--- config.mk ---
export PLATFORM = sky130hd
export DESIGN_NAME = aes_mode_ctrl_flat
export DESIGN_NICKNAME = d
export VERILOG_FILES = /design/src/rtl/aes_mode_pkg.sv /design/src/rtl/aes_mode_ctrl_if.sv /design/src/rtl/aes_mode_datapath.sv /design/src/rtl/aes_mode_ctrl.sv /design/src/flat_wrapper.sv
export SDC_FILE = /design/constraint.sdc
export NUM_CORES = 2
export LEC_CHECK = 0
export BUFFER_PORTS_ARGS = -buffer_cell sky130_fd_sc_hd__buf_2
export CORE_MARGIN = 3
export CORE_UTILIZATION = 35
export DETAILED_ROUTE_END_ITERATION = 10
export PLACE_DENSITY = 0.53
export SYNTH_ARGS = -nofsm -noshare
export SYNTH_HDL_FRONTEND = slang
export SYNTH_HIERARCHICAL = 1
export SYNTH_SLANG_ARGS = --single-unit
--- constraint.sdc ---
create_clock -name Clk -period 1.9 [get_ports Clk]
set_input_delay 0.19 -clock Clk [delete_from_list [all_inputs] [get_ports Clk]]
set_output_delay 0.19 -clock Clk [all_outputs]
set_load 0.05 [all_outputs]
--- src/rtl/aes_mode_pkg.sv ---
// rtl/aes_mode_pkg.sv - mode and FSM state encodings shared by the AES mode controller
package aes_mode_pkg;
   localparam int BLK_W = 128;

   typedef enum logic [1:0] {
      MODE_ECB  = 2'b00,
      MODE_CBC  = 2'b01,
      MODE_CTR  = 2'b10,
      MODE_RSVD = 2'b11
   } mode_e;

   typedef enum logic [2:0] {
      ST_IDLE    = 3'd0,
      ST_WAIT_IN = 3'd1,
      ST_LOAD    = 3'd2,
      ST_CORE    = 3'd3,
      ST_OUT     = 3'd4
   } state_e;
endpackage

--- src/rtl/aes_mode_ctrl_if.sv ---
// rtl/aes_mode_ctrl_if.sv - message, block-stream and core-side signals of the AES mode controller
interface aes_mode_ctrl_if #(parameter int CNT_W = 16);
   import aes_mode_pkg::*;

   logic [1:0]       Mode;
   logic             Decrypt;
   logic [BLK_W-1:0] IV;
   logic             Start;
   logic             InValid;
   logic             InReady;
   logic [BLK_W-1:0] InText;
   logic             InLast;
   logic             OutValid;
   logic             OutReady;
   logic [BLK_W-1:0] OutText;
   logic             OutLast;
   logic             CoreRst;
   logic             CoreEn;
   logic             CoreDec;
   logic [BLK_W-1:0] CoreIn;
   logic             CoreRy;
   logic [BLK_W-1:0] CoreOut;
   logic             Busy;
   logic             Error;
   logic [CNT_W-1:0] BlockCnt;

   modport master (
      output Mode, Decrypt, IV, Start, InValid, InText, InLast, OutReady, CoreRy, CoreOut,
      input  InReady, OutValid, OutText, OutLast, CoreRst, CoreEn, CoreDec, CoreIn,
             Busy, Error, BlockCnt
   );

   modport slave (
      input  Mode, Decrypt, IV, Start, InValid, InText, InLast, OutReady, CoreRy, CoreOut,
      output InReady, OutValid, OutText, OutLast, CoreRst, CoreEn, CoreDec, CoreIn,
             Busy, Error, BlockCnt
   );
endinterface

--- src/rtl/aes_mode_datapath.sv ---
// rtl/aes_mode_datapath.sv - per-mode core input selection, pre/post XOR and next chain value
module aes_mode_datapath
   import aes_mode_pkg::*;
#(
   parameter int CTR_W = 32
) (
   input  mode_e                  mode,
   input  logic                   decrypt,
   input  logic [BLK_W-1:0]       in_text,
   input  logic [BLK_W-1:0]       chain,
   input  logic [BLK_W-1:CTR_W]   iv_hi,
   input  logic [CTR_W-1:0]       ctr,
   input  logic [BLK_W-1:0]       core_out,
   output logic [BLK_W-1:0]       core_in,
   output logic                   core_dec,
   output logic [BLK_W-1:0]       result,
   output logic [BLK_W-1:0]       chain_next
);
   always_comb begin
      core_in    = in_text;
      core_dec   = decrypt;
      result     = core_out;
      chain_next = chain;
      case (mode)
         MODE_CBC: begin
            if (decrypt) begin
               result     = core_out ^ chain;
               chain_next = in_text;
            end else begin
               core_in    = in_text ^ chain;
               chain_next = core_out;
            end
         end
         // CTR always runs the core forward; the keystream XOR makes it its own inverse
         MODE_CTR: begin
            core_in  = {iv_hi, ctr};
            core_dec = 1'b0;
            result   = core_out ^ in_text;
         end
         default: ;
      endcase
   end
endmodule

--- src/rtl/aes_mode_ctrl.sv ---
// rtl/aes_mode_ctrl.sv - AES block-mode sequencer (ECB/CBC/CTR) driving an external AES core
module aes_mode_ctrl
   import aes_mode_pkg::*;
#(
   parameter int CTR_W = 32,
   parameter int CNT_W = 16
) (
   input  logic           Clk,
   input  logic           Rst,
   aes_mode_ctrl_if.slave bus
);
   state_e               state_q, state_d;
   mode_e                mode_q, mode_d;
   logic                 dec_q, dec_d;
   logic [BLK_W-1:CTR_W] iv_hi_q, iv_hi_d;
   logic [BLK_W-1:0]     chain_q, chain_d;
   logic [CTR_W-1:0]     ctr_q, ctr_d;
   logic [BLK_W-1:0]     in_text_q, in_text_d;
   logic                 in_last_q, in_last_d;
   logic [BLK_W-1:0]     out_text_q, out_text_d;
   logic                 out_last_q, out_last_d;
   logic                 out_valid_q, out_valid_d;
   logic                 in_ready_q, in_ready_d;
   logic                 core_rst_q, core_rst_d;
   logic                 core_en_q, core_en_d;
   logic                 core_dec_q, core_dec_d;
   logic [BLK_W-1:0]     core_in_q, core_in_d;
   logic                 busy_q, busy_d;
   logic                 error_q, error_d;
   logic [CNT_W-1:0]     block_cnt_q, block_cnt_d;

   logic [BLK_W-1:0]     dp_core_in, dp_result, dp_chain_next;
   logic                 dp_core_dec;

   aes_mode_datapath #(.CTR_W(CTR_W)) u_datapath (
      .mode       (mode_q),
      .decrypt    (dec_q),
      .in_text    (in_text_q),
      .chain      (chain_q),
      .iv_hi      (iv_hi_q),
      .ctr        (ctr_q),
      .core_out   (bus.CoreOut),
      .core_in    (dp_core_in),
      .core_dec   (dp_core_dec),
      .result     (dp_result),
      .chain_next (dp_chain_next)
   );

   always_comb begin
      state_d     = state_q;
      mode_d      = mode_q;
      dec_d       = dec_q;
      iv_hi_d     = iv_hi_q;
      chain_d     = chain_q;
      ctr_d       = ctr_q;
      in_text_d   = in_text_q;
      in_last_d   = in_last_q;
      out_text_d  = out_text_q;
      out_last_d  = out_last_q;
      out_valid_d = out_valid_q;
      in_ready_d  = in_ready_q;
      core_rst_d  = 1'b0;
      core_en_d   = core_en_q;
      core_dec_d  = core_dec_q;
      core_in_d   = core_in_q;
      busy_d      = busy_q;
      error_d     = 1'b0;
      block_cnt_d = block_cnt_q;

      case (state_q)
         ST_IDLE: begin
            if (bus.Start) begin
               if (mode_e'(bus.Mode) == MODE_RSVD) begin
                  error_d = 1'b1;
               end else begin
                  mode_d      = mode_e'(bus.Mode);
                  dec_d       = bus.Decrypt;
                  iv_hi_d     = bus.IV[BLK_W-1:CTR_W];
                  chain_d     = bus.IV;
                  ctr_d       = bus.IV[CTR_W-1:0];
                  block_cnt_d = '0;
                  busy_d      = 1'b1;
                  in_ready_d  = 1'b1;
                  state_d     = ST_WAIT_IN;
               end
            end
         end
         ST_WAIT_IN: begin
            if (bus.InValid) begin
               in_text_d  = bus.InText;
               in_last_d  = bus.InLast;
               in_ready_d = 1'b0;
               core_rst_d = 1'b1;
               state_d    = ST_LOAD;
            end
         end
         // Core operands are frozen here so they stay stable for the whole CORE phase
         ST_LOAD: begin
            core_in_d  = dp_core_in;
            core_dec_d = dp_core_dec;
            core_en_d  = 1'b1;
            state_d    = ST_CORE;
         end
         ST_CORE: begin
            if (bus.CoreRy) begin
               out_text_d  = dp_result;
               out_last_d  = in_last_q;
               chain_d     = dp_chain_next;
               if (mode_q == MODE_CTR) begin
                  ctr_d = ctr_q + CTR_W'(1);
               end
               core_en_d   = 1'b0;
               out_valid_d = 1'b1;
               state_d     = ST_OUT;
            end
         end
         ST_OUT: begin
            if (bus.OutReady) begin
               out_valid_d = 1'b0;
               block_cnt_d = block_cnt_q + CNT_W'(1);
               if (out_last_q) begin
                  busy_d  = 1'b0;
                  state_d = ST_IDLE;
               end else begin
                  in_ready_d = 1'b1;
                  state_d    = ST_WAIT_IN;
               end
            end
         end
         default: state_d = ST_IDLE;
      endcase
   end

   always_ff @(posedge Clk) begin
      if (Rst) begin
         state_q     <= ST_IDLE;
         mode_q      <= MODE_ECB;
         dec_q       <= 1'b0;
         iv_hi_q     <= '0;
         chain_q     <= '0;
         ctr_q       <= '0;
         in_text_q   <= '0;
         in_last_q   <= 1'b0;
         out_text_q  <= '0;
         out_last_q  <= 1'b0;
         out_valid_q <= 1'b0;
         in_ready_q  <= 1'b0;
         core_rst_q  <= 1'b0;
         core_en_q   <= 1'b0;
         core_dec_q  <= 1'b0;
         core_in_q   <= '0;
         busy_q      <= 1'b0;
         error_q     <= 1'b0;
         block_cnt_q <= '0;
      end else begin
         state_q     <= state_d;
         mode_q      <= mode_d;
         dec_q       <= dec_d;
         iv_hi_q     <= iv_hi_d;
         chain_q     <= chain_d;
         ctr_q       <= ctr_d;
         in_text_q   <= in_text_d;
         in_last_q   <= in_last_d;
         out_text_q  <= out_text_d;
         out_last_q  <= out_last_d;
         out_valid_q <= out_valid_d;
         in_ready_q  <= in_ready_d;
         core_rst_q  <= core_rst_d;
         core_en_q   <= core_en_d;
         core_dec_q  <= core_dec_d;
         core_in_q   <= core_in_d;
         busy_q      <= busy_d;
         error_q     <= error_d;
         block_cnt_q <= block_cnt_d;
      end
   end

   assign bus.InReady  = in_ready_q;
   assign bus.OutValid = out_valid_q;
   assign bus.OutText  = out_text_q;
   assign bus.OutLast  = out_last_q;
   assign bus.CoreRst  = core_rst_q;
   assign bus.CoreEn   = core_en_q;
   assign bus.CoreDec  = core_dec_q;
   assign bus.CoreIn   = core_in_q;
   assign bus.Busy     = busy_q;
   assign bus.Error    = error_q;
   assign bus.BlockCnt = block_cnt_q;
endmodule

--- src/flat_wrapper.sv ---
// flat-port wrapper written by rule: the top's interface ports become plain ports
module aes_mode_ctrl_flat import aes_mode_pkg::*;
#(
   parameter int CTR_W = 32,
   parameter int CNT_W = 16
)
  (Clk, Rst, bus_Mode, bus_Decrypt, bus_IV, bus_Start, bus_InValid, bus_InText, bus_InLast, bus_OutReady, bus_CoreRy, bus_CoreOut, bus_InReady, bus_OutValid, bus_OutText, bus_OutLast, bus_CoreRst, bus_CoreEn, bus_CoreDec, bus_CoreIn, bus_Busy, bus_Error, bus_BlockCnt);
  aes_mode_ctrl_if #(.CNT_W(CNT_W)) bus_i ();
  input  logic Clk;
  input  logic Rst;
  input wire logic [$bits(bus_i.Mode)-1:0] bus_Mode;
  input wire logic [$bits(bus_i.Decrypt)-1:0] bus_Decrypt;
  input wire logic [$bits(bus_i.IV)-1:0] bus_IV;
  input wire logic [$bits(bus_i.Start)-1:0] bus_Start;
  input wire logic [$bits(bus_i.InValid)-1:0] bus_InValid;
  input wire logic [$bits(bus_i.InText)-1:0] bus_InText;
  input wire logic [$bits(bus_i.InLast)-1:0] bus_InLast;
  input wire logic [$bits(bus_i.OutReady)-1:0] bus_OutReady;
  input wire logic [$bits(bus_i.CoreRy)-1:0] bus_CoreRy;
  input wire logic [$bits(bus_i.CoreOut)-1:0] bus_CoreOut;
  output wire logic [$bits(bus_i.InReady)-1:0] bus_InReady;
  output wire logic [$bits(bus_i.OutValid)-1:0] bus_OutValid;
  output wire logic [$bits(bus_i.OutText)-1:0] bus_OutText;
  output wire logic [$bits(bus_i.OutLast)-1:0] bus_OutLast;
  output wire logic [$bits(bus_i.CoreRst)-1:0] bus_CoreRst;
  output wire logic [$bits(bus_i.CoreEn)-1:0] bus_CoreEn;
  output wire logic [$bits(bus_i.CoreDec)-1:0] bus_CoreDec;
  output wire logic [$bits(bus_i.CoreIn)-1:0] bus_CoreIn;
  output wire logic [$bits(bus_i.Busy)-1:0] bus_Busy;
  output wire logic [$bits(bus_i.Error)-1:0] bus_Error;
  output wire logic [$bits(bus_i.BlockCnt)-1:0] bus_BlockCnt;
  assign bus_i.Mode = bus_Mode;
  assign bus_i.Decrypt = bus_Decrypt;
  assign bus_i.IV = bus_IV;
  assign bus_i.Start = bus_Start;
  assign bus_i.InValid = bus_InValid;
  assign bus_i.InText = bus_InText;
  assign bus_i.InLast = bus_InLast;
  assign bus_i.OutReady = bus_OutReady;
  assign bus_i.CoreRy = bus_CoreRy;
  assign bus_i.CoreOut = bus_CoreOut;
  assign bus_InReady = bus_i.InReady;
  assign bus_OutValid = bus_i.OutValid;
  assign bus_OutText = bus_i.OutText;
  assign bus_OutLast = bus_i.OutLast;
  assign bus_CoreRst = bus_i.CoreRst;
  assign bus_CoreEn = bus_i.CoreEn;
  assign bus_CoreDec = bus_i.CoreDec;
  assign bus_CoreIn = bus_i.CoreIn;
  assign bus_Busy = bus_i.Busy;
  assign bus_Error = bus_i.Error;
  assign bus_BlockCnt = bus_i.BlockCnt;
  aes_mode_ctrl #(.CTR_W(CTR_W), .CNT_W(CNT_W)) u_core (.Clk(Clk), .Rst(Rst), .bus(bus_i));
endmodule
==> results.md <==
* Mapped Cells at ~5k
* Clock buffer depth at 3
* Tmin final at 2.09 ns
* Die Y at 333 µm
* Initial core utilization at 35.4%
* Largest net degree at the start of global routing at 181
* RSZ-0062 raised after global routing: true
* Core ar. at roughly 110000 µm²
* Worst-Skew Late Latency at around 0.66 ns
* R2R cell count at 5
* Avg Synthesized Cell Area at 7.31 µm²
* Seq/Total Area, Yosys at between 30% and 40%
* Top cells by area, synth: dfxtp_1 (36%), nand2_1 (13%), a21oi_1 (8.7%)
* Number of vias per cell at about 5.6
* Critical Path Source Type: flop
* FFs w/ async S/R, synth at 0%
* GRT overflow at 0
* Setup TNS at -17.74 ns
* Min-delay worst type: in -> reg
* Post-DP HPWL at 111 mm
* Max_cap viols at 0
* Crit path capture type: flop
* First-pass GRT wire length at 257 mm
* Worst Path Arrival at 2.68 ns
* Worst Path Required at 2.48 ns
* Setup crit start: u_core/state_q[1]$_SDFFE_PP0P_
* Root Driver: clkbuf_16
* Layout Skew at 0.0207 ns
* Syn nets at between 5k and 6k
* Final WS setup at -0.194 ns
* Footprint of the multi-input gates at 23300 µm²
* Dominant synthesized flop cell: dfxtp_1
* Post-DR wirelength/cell at 22.9 µm
* CTS tree: yes
* CTS sink count at 671
* Layout area overhead at 49.9%
* DRT antenna net count at 0
* Register area at 13500 µm²
* Power Dens Cells at 780 nW/µm²
* Endpoints failing setup at around 300
* Syn. warnings at 6
* Slew margin rel. at 33.7%
* RR Startpoint: u_core/state_q[1]$_SDFFE_PP0P_
* Cell area after layout at 56200 µm²
* Final period util at 110%
* Outcome: finished, violations left
* Mapped cell area at ~38000 µm²
* DR pass1 iterations at 8
* Max-slew violation count at 0
* Hold Path Origin: bus_InValid
* Vias in the first global route at around 40k
* FMAX at 478 MHz
* WL final at ~180 mm
* Clk slew on worst S/H paths at 0.06 ns
* IO Port Bufs at 673
* Die area at 111000 µm²
* Filler cell count at 9992
* CTS H-tree depth at 3
* Die span in x at 333 µm
* Post-synth cell types at 65
* Number of synthesized flops with an enable pin at 0
* Vias post-DR at roughly 43k
* Worst slew pin tran at 0.995 ns
* # nets final at 6709
* Detailed router's first-iteration violation count at 3474
* Rows at between 100 and 150
* R2r setup slk at -0.19 ns
* Post-DP Area at between 40000 and 50000 µm²
* Leak at around 21 nW
* Routability congestion estimate at 0.866
* DP Worst Slack at -0.300 ns
* GRT Util Overall at 29.7%
* Synth area leader: dfxtp_1
* Crit path kind: reg -> reg
* IO Count at 674
* WHS Path Cells at 5
* Post-synth top area share at a little over a third
* VDD IR max at 643 µV
* DRC viols at 0
* Layout cell share with drive strength beyond 1 at between 20% and 30%
* Hold violation count in the final report at 0
* Failing checks: negative setup slack
* Max FO, Critical Path at 7
* CTS Buf Count at between 80 and 90
* Initial antenna violation count at 31
* Yosys reg bits at between 600 and 700
logic make-up (layout without fill, tap and decap cells):
kind of cell    count (synthesis)  after routing  synth area share [%]
flops                         671            671                  35.8
other cells                     0             24                     0
mux                           261            261                  6.97
xor+xnor                       13             13                 0.304
buf+inv                       484           1726                  5.86
simple gates                 2075           2075                  23.2
fa+ha+maj                       5              5                 0.167
compound gates               1620           1620                  27.6
routing by layer:
layer  vias to the layer above  global-route usage (%)  wire [µm]
met5                         -                       0         93
met4                        14                    11.7       7420
met3                       344                    5.13      11700
met2                      1627                    46.8      79400
met1                     20900                    40.3      79700
li1                      20400                       -          -
through the flow:
step / util (%) / hold WS [ns] / std cells / total power, mW
floorplan: - / 0.326 / 5129 / 20.5
detailed placement: 42.3 / 0.435 / 7072 / 24.0
global route: 53.1 / 0.135 / 7777 / 45.5
finish: 53.1 / 0.0966 / 7786 / 43.8
CTS: 51.1 / 0.0274 / 7697 / 43.1
global placement: 42.3 / 0.433 / 7072 / 23.9
cells in the final DEF, fill, tap and decap left out, drive strengths merged, types with 12 or more instances in the layout:
master / Yosys / routed
buf: 134 / 1139
o21ai: 147 / 147
bufinv: 0 / 16
a21boi: 130 / 130
a311oi: 131 / 131
a22oi: 255 / 255
xnor2: 12 / 12
inv: 11 / 13
dlygate4sd3: 0 / 392
clkinv: 0 / 15
nand2: 1275 / 1275
nand4: 21 / 21
a21oi: 651 / 651
o31ai: 261 / 261
nor3: 21 / 21
clkbuf: 339 / 134
nor2: 429 / 429
nor2b: 259 / 259
nand3: 14 / 14
bufbuf: 0 / 13
diode: 0 / 24
dfxtp: 671 / 671
mux2i: 258 / 258
cell usage after synthesis (127+ instances only):
cell	number
nand2_1	1275
dfxtp_1	671
a21oi_1	651
nor2_1	429
clkbuf_1	337
o31ai_1	260
nor2b_1	259
mux2i_1	258
a22oi_1	255
o21ai_0	137
a311oi_1	131
a21boi_0	127
sequential cells by signal (all words and copies together), names as in the netlist, 2 cells and up:
register,count
u_core/bus.CoreIn,128
u_core/state_q,3
u_core/ctr_q,32
u_core/mode_q,2
u_core/bus.OutText,128
u_core/in_text_q,128
u_core/iv_hi_q,96
u_core/bus.BlockCnt,16
u_core/chain_q,128
worst max-delay path: stages (launching register included):
cell      delay, ns
dfxtp_4        0.37
a211o_1        0.31
a2111o_1       0.44
or4_1          0.40
or4_1          0.43
o221ai_2       0.07
report_power, final:
group | switching [mW] | total (mW) | internal, mW
combinational | 5.68 | 10.7 | 4.97
clock | 6.67 | 17.5 | 10.8
sequential | 0.899 | 15.7 | 14.8
what timing repair did:
item / 4_1_cts / 5_1_grt
setup buffers: 53 / 44
pin swaps: 88 / 113
endpoints found under the setup margin: 487 / 521
endpoints found under the hold margin: 515 / 0
cloned: 39 / 27
gates resized for setup: 224 / 312
hold buffers: 392 / 0
final timing paths:
| check | endpoint |
|---|---|
| worst max register to register | u_core/ctr_q[31]$_SDFFE_PP0P_ |
| worst max-delay path | u_core/ctr_q[31]$_SDFFE_PP0P_ |
| worst min register to register | u_core/bus.OutText[59]$_SDFFE_PP0P_ |
| worst min-delay path | u_core/bus.InReady$_SDFFE_PP0P_ |
cell type report:
cell class / count / area share [%]
Antenna cell: 24 / 0.107
Tap cell: 1391 / 3.10
Clock buffer: 108 / 4.17
Multi-Input combinational cell: 3974 / 41.4
Inverter: 11 / 0.0912
Timing Repair Buffer: 1570 / 26.1
Sequential cell: 671 / 23.9
Clock inverter: 37 / 1.08
No activity file was read; power rests on OpenSTA's default activity.
